### src/rtl/pcileech_sysrst_ctl_if.sv
// pcileech_sysrst_ctl_if
//   Board-facing bundle of the system reset controller. It carries the raw
//   push-buttons into the controller and the reset, tick and LED signals out
//   to the downstream blocks.
//   master : the controller. It samples the buttons and drives the outputs.
//   slave  : a consumer or the board side. It drives the buttons and samples
//            the outputs.
interface pcileech_sysrst_ctl_if;
  logic        gpio_sw_north;   // raw reset button, async, active-high
  logic        gpio_sw_south;   // raw invert button, async, active-high
  logic        rst;             // sync active-high reset
  logic        ft601_rst_n;     // FT601 reset pad
  logic [63:0] tickcount64;     // free-running cycle counter
  logic        led_heartbeat;   // heartbeat LED
  logic        sw_south_db;     // debounced south button
  logic [7:0]  rst_events;      // saturating count of button resets

  modport master (
    input  gpio_sw_north, gpio_sw_south,
    output rst, ft601_rst_n, tickcount64, led_heartbeat, sw_south_db, rst_events
  );

  modport slave (
    output gpio_sw_north, gpio_sw_south,
    input  rst, ft601_rst_n, tickcount64, led_heartbeat, sw_south_db, rst_events
  );
endinterface

### src/rtl/pcileech_sysrst_ctl.sv
// pcileech_sysrst_ctl
//   System reset and housekeeping controller. It provides the following:
//   - power-on reset hold
//   - 2-flop synchronisation and debounce of the board buttons
//   - a minimum reset stretch after a button release
//   - a 64-bit tick counter and a heartbeat LED
//   Ports:
//     clk   : system clock
//     rst_n : async active-low reset (clock-wizard locked)
//     sys   : pcileech_sysrst_ctl_if.master. It carries the buttons in and
//             the outputs rst, ft601_rst_n, tickcount64, led_heartbeat,
//             sw_south_db and rst_events.

// Per-button synchroniser and debouncer.
//   raw : asynchronous button input
//   db  : debounced level. It changes only after the synchronised input has
//         differed from it for DEBOUNCE_CYCLES consecutive cycles.
module pcileech_sysrst_db #(
  parameter int DEBOUNCE_CYCLES = 100000
) (
  input  logic clk,
  input  logic rst_n,
  input  logic raw,
  output logic db
);
  localparam logic [19:0] DB_LAST = 20'(DEBOUNCE_CYCLES - 1);

  logic        sync1, sync2;
  logic [19:0] cnt;

  always_ff @(posedge clk or negedge rst_n) begin
    if (!rst_n) begin
      sync1 <= 1'b0;
      sync2 <= 1'b0;
      cnt   <= '0;
      db    <= 1'b0;
    end else begin
      sync1 <= raw;
      sync2 <= sync1;
      if (sync2 == db) begin
        cnt <= '0;
      end else if (cnt == DB_LAST) begin
        // The input has disagreed long enough, so accept the new level.
        db  <= ~db;
        cnt <= '0;
      end else begin
        cnt <= cnt + 20'd1;
      end
    end
  end
endmodule

module pcileech_sysrst_ctl #(
  parameter int POR_CYCLES      = 64,
  parameter int DEBOUNCE_CYCLES = 100000,
  parameter int MIN_RST_CYCLES  = 64,
  parameter int LED_TICK_BIT    = 26
) (
  input  logic                  clk,
  input  logic                  rst_n,
  pcileech_sysrst_ctl_if.master sys
);
  localparam int          NUM_BTN  = 2;   // [0] north (reset), [1] south (invert)
  localparam logic [15:0] POR_LAST = 16'(POR_CYCLES - 1);
  localparam logic [15:0] STR_LAST = 16'(MIN_RST_CYCLES - 1);

  typedef enum logic [1:0] {
    POR_HOLD = 2'd0,
    BTN_RST  = 2'd1,
    STRETCH  = 2'd2,
    RUN      = 2'd3
  } state_t;

  logic [NUM_BTN-1:0] btn_raw, btn_db;
  logic               north_db, south_db;

  assign btn_raw  = {sys.gpio_sw_south, sys.gpio_sw_north};
  assign north_db = btn_db[0];
  assign south_db = btn_db[1];

  genvar g;
  generate
    for (g = 0; g < NUM_BTN; g++) begin : g_btn
      pcileech_sysrst_db #(.DEBOUNCE_CYCLES(DEBOUNCE_CYCLES)) u_db (
        .clk   (clk),
        .rst_n (rst_n),
        .raw   (btn_raw[g]),
        .db    (btn_db[g])
      );
    end
  endgenerate

  state_t      state_q, state_d;
  logic [15:0] cnt_q, cnt_d;
  logic        ev_inc;
  logic        rst_q;
  logic [63:0] tick_q;
  logic        led_q;
  logic [7:0]  ev_q;

  // The sequencing counter is shared by POR_HOLD and STRETCH. It is cleared
  // whenever a state hands over to another state.
  always_comb begin
    state_d = state_q;
    cnt_d   = cnt_q;
    ev_inc  = 1'b0;
    unique case (state_q)
      POR_HOLD: begin
        if (cnt_q == POR_LAST) begin
          state_d = north_db ? BTN_RST : RUN;
          cnt_d   = '0;
        end else begin
          cnt_d = cnt_q + 16'd1;
        end
      end
      RUN: begin
        if (north_db) begin
          state_d = BTN_RST;
          cnt_d   = '0;
          ev_inc  = 1'b1;
        end
      end
      BTN_RST: begin
        cnt_d = '0;
        if (!north_db) state_d = STRETCH;
      end
      STRETCH: begin
        if (north_db) begin
          // A re-press extends the same reset. It is not counted as a new event.
          state_d = BTN_RST;
          cnt_d   = '0;
        end else if (cnt_q == STR_LAST) begin
          state_d = RUN;
          cnt_d   = '0;
        end else begin
          cnt_d = cnt_q + 16'd1;
        end
      end
      default: begin
        state_d = POR_HOLD;
        cnt_d   = '0;
      end
    endcase
  end

  always_ff @(posedge clk or negedge rst_n) begin
    if (!rst_n) begin
      state_q <= POR_HOLD;
      cnt_q   <= '0;
      rst_q   <= 1'b1;
      tick_q  <= '0;
      led_q   <= 1'b0;
      ev_q    <= '0;
    end else begin
      state_q <= state_d;
      cnt_q   <= cnt_d;
      // rst is loaded from the next state, so it moves on the same edge as
      // the transition into or out of RUN.
      rst_q   <= (state_d != RUN);
      tick_q  <= tick_q + 64'd1;
      led_q   <= north_db ^ south_db ^ tick_q[LED_TICK_BIT];
      if (ev_inc && ev_q != 8'hFF) ev_q <= ev_q + 8'd1;
    end
  end

  assign sys.rst           = rst_q;
  assign sys.ft601_rst_n   = ~rst_q;
  assign sys.tickcount64   = tick_q;
  assign sys.led_heartbeat = led_q;
  assign sys.sw_south_db   = south_db;
  assign sys.rst_events    = ev_q;
endmodule

### src/flat_wrapper.sv
// flat-port wrapper written by rule: the top's interface ports become plain ports
module pcileech_sysrst_ctl_flat 
#(
  parameter int POR_CYCLES      = 64,
  parameter int DEBOUNCE_CYCLES = 100000,
  parameter int MIN_RST_CYCLES  = 64,
  parameter int LED_TICK_BIT    = 26
)
  (clk, rst_n, sys_gpio_sw_north, sys_gpio_sw_south, sys_rst, sys_ft601_rst_n, sys_tickcount64, sys_led_heartbeat, sys_sw_south_db, sys_rst_events);
  pcileech_sysrst_ctl_if sys_i ();
  input  logic clk;
  input  logic rst_n;
  input wire logic [$bits(sys_i.gpio_sw_north)-1:0] sys_gpio_sw_north;
  input wire logic [$bits(sys_i.gpio_sw_south)-1:0] sys_gpio_sw_south;
  output wire logic [$bits(sys_i.rst)-1:0] sys_rst;
  output wire logic [$bits(sys_i.ft601_rst_n)-1:0] sys_ft601_rst_n;
  output wire logic [$bits(sys_i.tickcount64)-1:0] sys_tickcount64;
  output wire logic [$bits(sys_i.led_heartbeat)-1:0] sys_led_heartbeat;
  output wire logic [$bits(sys_i.sw_south_db)-1:0] sys_sw_south_db;
  output wire logic [$bits(sys_i.rst_events)-1:0] sys_rst_events;
  assign sys_i.gpio_sw_north = sys_gpio_sw_north;
  assign sys_i.gpio_sw_south = sys_gpio_sw_south;
  assign sys_rst = sys_i.rst;
  assign sys_ft601_rst_n = sys_i.ft601_rst_n;
  assign sys_tickcount64 = sys_i.tickcount64;
  assign sys_led_heartbeat = sys_i.led_heartbeat;
  assign sys_sw_south_db = sys_i.sw_south_db;
  assign sys_rst_events = sys_i.rst_events;
  pcileech_sysrst_ctl #(.POR_CYCLES(POR_CYCLES), .DEBOUNCE_CYCLES(DEBOUNCE_CYCLES), .MIN_RST_CYCLES(MIN_RST_CYCLES), .LED_TICK_BIT(LED_TICK_BIT)) u_core (.clk(clk), .rst_n(rst_n), .sys(sys_i));
endmodule
### config.mk
export PLATFORM = sky130hd
export DESIGN_NAME = pcileech_sysrst_ctl_flat
export DESIGN_NICKNAME = d
export VERILOG_FILES = /design/src/rtl/pcileech_sysrst_ctl_if.sv /design/src/rtl/pcileech_sysrst_ctl.sv /design/src/flat_wrapper.sv
export SDC_FILE = /design/constraint.sdc
export NUM_CORES = 1
export LEC_CHECK = 0
export CORE_MARGIN = 1
export CORE_UTILIZATION = 40
export CTS_BUF_LIST = sky130_fd_sc_hd__clkbuf_2 sky130_fd_sc_hd__clkbuf_4 sky130_fd_sc_hd__clkbuf_8
export DETAILED_ROUTE_END_ITERATION = 10
export SYNTH_ARGS = -nofsm -noshare
export SYNTH_HDL_FRONTEND = slang
export SYNTH_SLANG_ARGS = --single-unit
### constraint.sdc
create_clock -name clk -period 3.3 [get_ports clk]
set_input_delay 0.66 -clock clk [delete_from_list [all_inputs] [get_ports clk]]
set_output_delay 0.66 -clock clk [all_outputs]
set_load 0.005 [all_outputs]
==> summary.md <==
| Metric | Value |
|---|---|
| Post-synth EDFFs | `0` |
| Place WS | `978.4 ps` |
| Ys Warns | `0` |
| TritonCTS clock tree | `done` |
| First-pass GRT wire length | `22360 um` |
| Initial core utilization | `0.4157` |
| WP data required | `3670 ps` |
| Clk_skew | `9.184 ps` |
| Vias per cell | `5.015` |
| Hold Path Class | `input port to asynchronous set/reset pin` |
| Detail Placement HPWL | `9119 um` |
| Clock sinks | `138` |
| Final Cycle Share | `0.7099` |
| Area Overhead vs Synth | `22.63%` |
| DRC viols | `0` |
| Die Area | `16540 um2` |
| Pleak | `0.003505 uW` |
| Ys async rst share | `1.000` |
| Std cell rows | `45` |
| Ports | `80` |
| Antenna-violating nets left | `0` |
| Cells after synthesis | `620` |
| Crit start category | `flop` |
| Number of setup buffers added after CTS | `0` |
| Gr ovfl total | `0` |
| Initial antenna violation count | `0` |
| CTS Buf Count | `17` |
| Final Worst Setup Slack | `957.3 ps` |
| Total negative slack | `0 ps` |
| Final setup viols | `0` |
| # Max-Cap Violations | `0` |
| Die W | `128.6 um` |
| Worst IR drop on VDD | `283.2 uV` |
| Overall routed net length | `13250 um` |
| Vias | `4679` |
| Ys flop type | `dfrtp_1` |
| RSZ-0062 raised after global routing | `false` |
| Number of global-route vias before repair | `4651` |
| Post-layout util | `0.5098` |
| Worst hold margin | `200.8 ps` |
| Layout cell share with drive strength beyond 1 | `0.07479` |
| Layout Cells excl Fill | `933` |
| First-pass iteration count of the detailed router | `4` |
| Max-slew headroom | `0.4343` |
| Commonest non-fill, non-tap cell in the layout | `dfrtp_1` |
| Hold-fix buffers, CTS | `0` |
| Commonest non-fill, non-tap cells in the layout | `dfrtp_1, nor2_1, clkdlybuf4s50_1` |
| Yosys reg bits | `138` |
| Worst-path clk slew | `80 ps` |
| Inserted Diodes | `0` |
| Worst-skew pair later-pin latency | `440 ps` |
| Cells after DPL | `901` |
| Drt first-iter violations | `199` |
| Clk root buf | `clkbuf_8` |
| Largest net degree at the start of global routing | `67` |
| Max Clk Rate | `426.9 MHz` |
| Wire per inst | `14.20 um` |
| Status | `finished, final reports clean` |
| Worst Max-Slew Pin Slew | `846.8 ps` |
| Clk buf depth | `2` |
| Crit path arrival time | `2710 ps` |
| PD cells | `404.6 nW/um2` |
| Average size of a mapped cell | `10.34 um2` |
| GRT Resource Usage Total | `0.1735` |
| Final min period | `2343 ps` |
| Sequential element share of the synthesized area | `0.5386` |
| Port-buffer cells | `79` |
| Hold Fails Final Rpt | `0` |
| Resize count post-CTS | `0` |
| GP Congestion | `0.8380` |
| Worst setup EP type | `flop` |
| Crit Path Max Fanout | `12` |
| H-tree levels | `4` |
| CP Class | `flop to flop` |
| Die height | `128.6 um` |
| Netlist cell types | `46` |
| Total Nets Final | `718` |
| Syn nets | `629` |
| Core area | `15430 um2` |
| Post-Syn Area | `6414 um2` |
| Pins Over Slew Limit | `0` |
cell usage after synthesis (2+ instances only):
cell | number | area share
dfrtp_1 | 137 | 0.53
nor2_1 | 81 | 0.047
xnor2_1 | 58 | 0.079
xor2_1 | 56 | 0.076
nand2_1 | 43 | 0.025
nand3_1 | 38 | 0.030
nand4_1 | 28 | 0.027
nor3_1 | 27 | 0.021
inv_1 | 21 | 0.012
and3_1 | 18 | 0.018
nor4_1 | 17 | 0.017
clkbuf_1 | 14 | 0.0082
or3_1 | 9 | 0.0088
and4_1 | 8 | 0.011
o21ai_0 | 8 | 0.0062
nor4b_1 | 7 | 0.0096
a21oi_1 | 5 | 0.0039
ha_1 | 5 | 0.0098
a22o_1 | 3 | 0.0041
a31oi_1 | 3 | 0.0029
o31ai_1 | 3 | 0.0035
or2_2 | 3 | 0.0029
a21o_1 | 2 | 0.0023
and2_1 | 2 | 0.0020
mux2_2 | 2 | 0.0035
nor2b_1 | 2 | 0.0020
logic make-up after synthesis:
logic type	Yosys count	synth area share
AO/OA/AOI/OAI	32	0.03356
XOR/XNOR	114	0.1557
adder cells (fa/ha/maj)	5	0.009754
buffers and inverters	38	0.02360
flip-flops	138	0.5386
multiplexers	2	0.003511
AND/OR/NAND/NOR	291	0.2353
worst max-delay path, stage by stage, from the launching register on:
cell and delay, ps:
dfrtp_1 470, nand4_2 190, or3_1 450, or4b_4 620
nor4_1 360, xor2_1 170
sequential cells by signal, indices dropped and copies added (netlist names):
| name | flops |
|---|---|
| u_core.sys.tickcount64 | 64 |
| u_core.g_btn.u_db.sync1 | 2 |
| u_core.sys.rst | 1 |
| u_core.cnt_q | 16 |
| u_core.sys.rst_events | 8 |
| u_core.sys.led_heartbeat | 1 |
| u_core.g_btn.u_db.cnt | 40 |
| u_core.g_btn.u_db.sync2 | 2 |
| u_core.g_btn.u_db.db | 2 |
| u_core.state_q | 2 |
power by group:
group / internal [uW] / total [uW] / leakage [uW] / switching (uW)
Clock: 747 / 1420 / 0.000206 / 671
Combinational: 13.2 / 58.8 / 0.00142 / 45.6
Sequential: 1700 / 1710 / 0.00188 / 7.42
Total: 2460 / 3180 / 0.00350 / 724
path summary, 6_finish.rpt:
kind	start	endpoint	slack [ps]	cells after the start
worst max-delay path	u_core.sys.tickcount64[4]	u_core.sys.tickcount64[61]	960	5
worst min-delay path	rst_n	u_core.g_btn[0].u_db.cnt[10]	200	1
worst max register to register	u_core.sys.tickcount64[4]	u_core.sys.tickcount64[61]	960	5
worst min register to register	u_core.g_btn[1].u_db.sync1	u_core.g_btn[1].u_db.sync2	360	0
max in group asynchronous	rst_n	u_core.sys.tickcount64[1]	2230	2
min in group clk	u_core.g_btn[1].u_db.sync1	u_core.g_btn[1].u_db.sync2	360	0
layout make-up:
type / instances / area [um2]
timing repair buffer: 87 / 852.1
tap: 211 / 264.0
multi-input combinational: 444 / 2808
fill: 1451 / 7562
clock inverter: 15 / 173.9
inverter: 21 / 78.83
clock buffer: 17 / 234.0
sequential: 138 / 3455
metal layers:
metal / global-route usage / up-vias / share of wire
li1: - / 2319 / -
met1: 0.2198 / 2263 / 0.47
met2: 0.2649 / 92 / 0.45
met3: 0.08233 / 5 / 0.071
met4: 0.04844 / 0 / 0.0054
met5: 0 / - / 0
through the flow:
step           total power [uW]  cell area (um2)
4_1_cts                    3237             7865
6_report                   3182             7865
5_1_grt                    3327             7865
3_3_place_gp               1800             7457
3_5_place_dp               1802             7457
2_1_floorplan              1756             6414
Power figures use the tool's default switching activity.
